**config.mk**
```make
export PLATFORM = sky130hd
export DESIGN_NAME = pal_sync_gen
export DESIGN_NICKNAME = d
export VERILOG_FILES = /design/src/rtl/pal_sync_gen.sv
export SDC_FILE = /design/constraint.sdc
export NUM_CORES = 1
export LEC_CHECK = 0
export ABC_CLOCK_PERIOD_IN_PS = 1900
export CAP_MARGIN = 20
export CORE_ASPECT_RATIO = 0.5
export CORE_UTILIZATION = 50
export CTS_BUF_LIST = sky130_fd_sc_hd__clkbuf_16
export CTS_CLUSTER_SIZE = 16
export DETAILED_ROUTE_END_ITERATION = 7
export GPL_TIMING_DRIVEN = 0
export PLACE_DENSITY = 0.75
export SETUP_SLACK_MARGIN = 0.02
export SYNTH_ARGS = -nofsm -noshare
export SYNTH_HDL_FRONTEND = slang
export SYNTH_SLANG_ARGS = --single-unit
```
**constraint.sdc**
```tcl
create_clock -name clk24 -period 1.9 [get_ports clk24]
set_input_delay 0.38 -clock clk24 [delete_from_list [all_inputs] [get_ports clk24]]
set_output_delay 0.38 -clock clk24 [all_outputs]
set_load 0.01 [all_outputs]
```
**src/rtl/pal_sync_gen.sv**
```systemverilog
// ----------------------------------------------------------------------------
// pal_sync_gen
// Raster timing generator for the PAL composite encoder and the framebuffer
// fetch path. A 1536-clock line / 312-line field raster is counted in the
// 24 MHz pixel domain; pseudo-interlace alternates 312- and 313-line fields.
//
// Ports
//   clk24         in   pixel clock
//   reset         in   asynchronous, active-high
//   en_i          in   run enable; low holds the raster at 0,0 and idles outputs
//   interlace_i   in   pseudo-interlace select, taken at each field wrap
//   tv_hs_o       out  hsync, active low
//   tv_vs_o       out  vsync, active low
//   tv_porch_o    out  high outside the active window
//   field_o       out  current field, 0 = even
//   x_o           out  active pixel index, 0 when blanked
//   y_o           out  active line index, 0 when blanked
//   line_req_o    out  one-cycle pulse at clock 0 of each active line
//   frame_start_o out  one-cycle pulse at clock 0 of line 0
// ----------------------------------------------------------------------------
module pal_sync_gen #(
   parameter int H_TOTAL      = 1536,
   parameter int H_SYNC       = 113,
   parameter int H_ACT_START  = 250,
   parameter int H_ACT_END    = 1498,
   parameter int V_TOTAL      = 312,
   parameter int V_SYNC_LINES = 3,
   parameter int V_ACT_START  = 23,
   parameter int V_ACT_END    = 310
) (
   input  logic        clk24,
   input  logic        reset,
   input  logic        en_i,
   input  logic        interlace_i,
   output logic        tv_hs_o,
   output logic        tv_vs_o,
   output logic        tv_porch_o,
   output logic        field_o,
   output logic [10:0] x_o,
   output logic [8:0]  y_o,
   output logic        line_req_o,
   output logic        frame_start_o
);

   localparam logic [10:0] H_LAST      = 11'(H_TOTAL - 1);
   localparam logic [10:0] H_SYNC_C    = 11'(H_SYNC);
   localparam logic [10:0] H_ACT_S     = 11'(H_ACT_START);
   localparam logic [10:0] H_ACT_E     = 11'(H_ACT_END);
   localparam logic [8:0]  V_LAST      = 9'(V_TOTAL - 1);
   localparam logic [8:0]  V_LAST_LONG = 9'(V_TOTAL);
   localparam logic [8:0]  V_SYNC_C    = 9'(V_SYNC_LINES);
   localparam logic [8:0]  V_ACT_S     = 9'(V_ACT_START);
   localparam logic [8:0]  V_ACT_E     = 9'(V_ACT_END);

   logic [10:0] h_cnt;
   logic [8:0]  v_cnt;
   logic        lace_q;
   logic [8:0]  v_last;
   logic        h_wrap;
   logic        v_wrap;

   // The odd field of an interlaced pair carries the extra 313th line.
   always_comb begin
      v_last = (lace_q && field_o) ? V_LAST_LONG : V_LAST;
      h_wrap = (h_cnt == H_LAST);
      v_wrap = h_wrap && (v_cnt == v_last);
   end

   // ---- stage p0: raster counters and field state ----
   always_ff @(posedge clk24 or posedge reset) begin
      if (reset) begin
         h_cnt   <= '0;
         v_cnt   <= '0;
         field_o <= 1'b0;
         lace_q  <= 1'b0;
      end else if (!en_i) begin
         h_cnt <= '0;
         v_cnt <= '0;
      end else if (h_wrap) begin
         h_cnt <= '0;
         if (v_wrap) begin
            v_cnt   <= '0;
            lace_q  <= interlace_i;
            // Progressive mode always restarts on the even field.
            field_o <= interlace_i ? ~field_o : 1'b0;
         end else begin
            v_cnt <= v_cnt + 9'd1;
         end
      end else begin
         h_cnt <= h_cnt + 11'd1;
      end
   end

   logic        vld_p0;
   logic        h_act_p0;
   logic        v_act_p0;
   logic        active_p0;
   logic        hs_p0;
   logic        vs_p0;
   logic [10:0] x_p0;
   logic [8:0]  y_p0;
   logic        lr_p0;
   logic        fs_p0;

   // The same hsync pulse is used on vsync lines; the encoder's ~(hs^vs)
   // turns it into a broad pulse with one serration while keeping exactly
   // one hs falling edge per line.
   always_comb begin
      vld_p0    = en_i;
      h_act_p0  = (h_cnt >= H_ACT_S) && (h_cnt < H_ACT_E);
      v_act_p0  = (v_cnt >= V_ACT_S) && (v_cnt < V_ACT_E);
      active_p0 = h_act_p0 && v_act_p0;
      hs_p0     = (h_cnt >= H_SYNC_C);
      vs_p0     = (v_cnt >= V_SYNC_C);
      x_p0      = active_p0 ? (h_cnt - H_ACT_S) : '0;
      y_p0      = active_p0 ? (v_cnt - V_ACT_S) : '0;
      // Pulsing at clock 0 gives the fetch logic H_ACT_START clocks of lead.
      lr_p0     = (h_cnt == '0) && v_act_p0;
      fs_p0     = (h_cnt == '0) && (v_cnt == '0);
   end

   // ---- stage p1: registered outputs, idle whenever the raster is stopped ----
   always_ff @(posedge clk24 or posedge reset) begin
      if (reset) begin
         tv_hs_o       <= 1'b1;
         tv_vs_o       <= 1'b1;
         tv_porch_o    <= 1'b1;
         x_o           <= '0;
         y_o           <= '0;
         line_req_o    <= 1'b0;
         frame_start_o <= 1'b0;
      end else if (!vld_p0) begin
         tv_hs_o       <= 1'b1;
         tv_vs_o       <= 1'b1;
         tv_porch_o    <= 1'b1;
         x_o           <= '0;
         y_o           <= '0;
         line_req_o    <= 1'b0;
         frame_start_o <= 1'b0;
      end else begin
         tv_hs_o       <= hs_p0;
         tv_vs_o       <= vs_p0;
         tv_porch_o    <= ~active_p0;
         x_o           <= x_p0;
         y_o           <= y_p0;
         line_req_o    <= lr_p0;
         frame_start_o <= fs_p0;
      end
   end

endmodule
```
==> flow_summary.ini <==
[run_status]
outcome = complete, no violations

[clock_tree]
cts_buffers = 5
cts_tree = built
clkLatencyLatePin_ns = 0.28
clk_pin_slew_worst_paths_ns = 0.06
clockBufferDepth = 2
clockRootBuffer = clkbuf_16
ctsHoldBuffers = 0
clock_sinks = 47
htree_num_levels = 2

[synthesis]
post_synth_and_or_nand_nor_area_fraction = 0.215
synthXorXnorAreaFrac = 0.0868
synth_nets = 266
synth_mux_area_frac = 0.00893
ys_ff_latch = 47
synth_area_mm2 = 0.00252
synth-compound-area-share = 0.114
synthFlopType = dfrtp_1
yosysUniqueCellTypes = 50
synth-edff-count = 0
synth_cells = 253
synthArstFlopShare = 1.00
synth.avg_cell_area_um2 = 9.97
synthAdderAreaFrac = 0.0446
synth_top_family_by_area = simple AND/OR/NAND/NOR gates
synth_warnings = 0
synth-seq-area-share = 0.468

[timing]
max_freq_ghz = 0.548
setup_violations = 0
fin_tns_setup_ns = 0
rsz0062_at_grt = true
slew-limit-headroom = 0.627
fin_skew_ns = 0.00282
hold_ws_ns = 0.397
period_needed_ns = 1.83
drv_slew = 0
worst_pin_slew_ns = 0.553
finalCritPeriodShare = 0.961
finalHoldViolations = 0

[drt]
drt_iter0_drc = 83
vias = 2024
routed-wl-met2_mm = 2.57
met1_length_mm = 2.49
first_pass_iters = 4
drt-total-wl_mm = 5.40
drc = 0
dr.max_layer_used = met4
viasPerCell = 5.56
wl_met3_um = 246
antenna_left = 0
post_drt_wl_per_cell_um = 14.8

[global_routing]
grt_pass1_wl_mm = 8.83
grt_pass1_vias = 1879
antenna_found_initial = 0
grt_max_degree = 32
gr-total-overflow = 0
grt_use_total = 0.223

[die]
die_h_um = 52.2
rows = 17
chipWidth_um = 102
start_util = 0.546
coreArea_mm2 = 0.00462
ios = 30
die-area_mm2 = 0.00535

[final_layout]
nets = 310
drive_above_1_share = 0.191
layout_commonest_cell = dfrtp_1
final_area_mm2 = 0.00316
fillCellCount = 354
areaGrowthSynthToFinish_pct = 25.2
antenna_cells = 0
layout_common_cells = 41 x dfrtp_1, 29 x clkdlybuf4s50_1, 24 x nor3_1

[place]
io_buffer_count = 29
dp_hpwl_mm = 3.71
placed_area_mm2 = 0.00292
place.gp.congestion = 0.878

[setup_path]
crit_type = register to register
cp-end-kind = register
cp.arrival_ns = 2.01
critPathLaunchType = register
crit_buf_inv = 2
critPathMaxStageDelay_ns = 0.42
slowest_stage = dfrtp_1
cp_common_cell = o211ai_1
crit_chain = inv_2 > ha_4 > and3b_1 > o211ai_1 > o211ai_1 > buf_4 > nor4b_4
cp_top_family = simple AND/OR/NAND/NOR gates
worstPathMaxFanout = 5
cp.required_ns = 2.08

[run]
max-cap-violations = 0

[power_and_ir_drop]
p_leak_nw = 1.34
power-per-cell-area_mw_per_mm2 = 623
irDropWorstVdd_mv = 0.353

[worst_hold_path]
hp-class = input port to async pin
==> metal layers <==
metal | global-route usage | up-vias
met5 | 0 | -
met4 | 0.0833 | 0
met3 | 0.0507 | 8
met2 | 0.369 | 54
met1 | 0.287 | 992
li1 | - | 970
==> cells in the mapped netlist (2+ instances only) <==
master | n | share of area
o21ai_0 | 12 | 0.024
inv_1 | 10 | 0.015
a21oi_1 | 5 | 0.0099
nand3_1 | 6 | 0.012
xnor2_1 | 12 | 0.042
nor2_1 | 19 | 0.028
xor2_1 | 13 | 0.045
and3_1 | 3 | 0.0074
and4b_1 | 2 | 0.0079
and2_1 | 3 | 0.0074
ha_1 | 9 | 0.045
buf_4 | 3 | 0.0089
buf_2 | 10 | 0.020
nand2b_1 | 4 | 0.0099
dfstp_2 | 3 | 0.031
buf_6 | 2 | 0.0089
nor4_1 | 4 | 0.0099
dfrtp_1 | 44 | 0.44
a22oi_1 | 3 | 0.0089
nand4_1 | 3 | 0.0074
nor3_1 | 24 | 0.048
nand2_1 | 18 | 0.027
clkbuf_1 | 6 | 0.0089
and4_1 | 3 | 0.010
o211ai_1 | 5 | 0.015
o2111ai_1 | 2 | 0.0069
mux2_2 | 2 | 0.0089
==> stage by stage <==
step                worst slack, ns  cells  power [mW]  utilization
floorplan                    0.0428    253        1.10            -
global placement             -0.451    348        1.13        0.627
detailed placement           -0.190    349        1.14        0.632
CTS                         0.00110    361        1.98        0.673
global route                -0.0477    364        2.04        0.684
finish                       0.0737    364        1.97        0.684
==> state kept, by name, summed over array words and instances, names as in the netlist <==
name	cells
tv_porch_o	1
line_req_o	1
tv_vs_o	1
tv_hs_o	1
lace_q	1
x_o	11
h_cnt	11
y_o	9
frame_start_o	1
v_cnt	9
field_o	1
==> path summary, 6_finish.rpt <==
| kind | start | to | slack (ns) | cells after the start |
|---|---|---|---|---|
| setup / recovery | h_cnt[1]$_DFF_PP0_ | y_o[3]$_DFF_PP0_ | 0.07 | 7 |
| hold / removal | reset | x_o[6]$_DFF_PP0_ | 0.40 | 2 |
| setup reg to reg | h_cnt[1]$_DFF_PP0_ | y_o[3]$_DFF_PP0_ | 0.07 | 7 |
| hold reg to reg | h_cnt[0]$_DFF_PP0_ | h_cnt[0]$_DFF_PP0_ | 0.58 | 2 |
| max in group asynchronous | reset | tv_vs_o$_DFF_PP1_ | 0.95 | 3 |
| min in group clk24 | h_cnt[0]$_DFF_PP0_ | h_cnt[0]$_DFF_PP0_ | 0.58 | 2 |
==> power by group <==
part           switching (mW)  leakage [nW]  total [mW]  internal [mW]
registers             0.00762         0.638        1.02           1.01
logic                  0.0720         0.628       0.128         0.0556
clock network           0.346        0.0762       0.821          0.475
total                   0.425          1.34        1.97           1.54
==> cell type report <==
type | count | area (um2) | share of cell area
timing repair buffer | 38 | 368 | 0.116
inverter | 10 | 40.0 | 0.0127
tap | 66 | 82.6 | 0.0261
clock buffer | 5 | 125 | 0.0396
multi-input combinational | 174 | 1230 | 0.390
sequential | 47 | 1180 | 0.375
clock inverter | 3 | 12.5 | 0.00396
buffer | 21 | 114 | 0.0360
==> repair_timing <==
item / 4_1_cts / 5_1_grt
gates resized for setup: 11 / 11
buffers inserted: 4 / 3
pin swaps: 2 / 5
gates cloned: 0 / 1
endpoints found under the setup margin: 22 / 27
==> kinds of logic (layout without fill, tap and decap cells) <==
group | Yosys count | count (layout)
mux | 2 | 2
xor+xnor | 25 | 25
flops | 47 | 47
fa+ha+maj | 9 | 9
simple gates | 98 | 98
compound gates | 40 | 40
buf+inv | 32 | 77
Power figures use the tool's default switching activity.
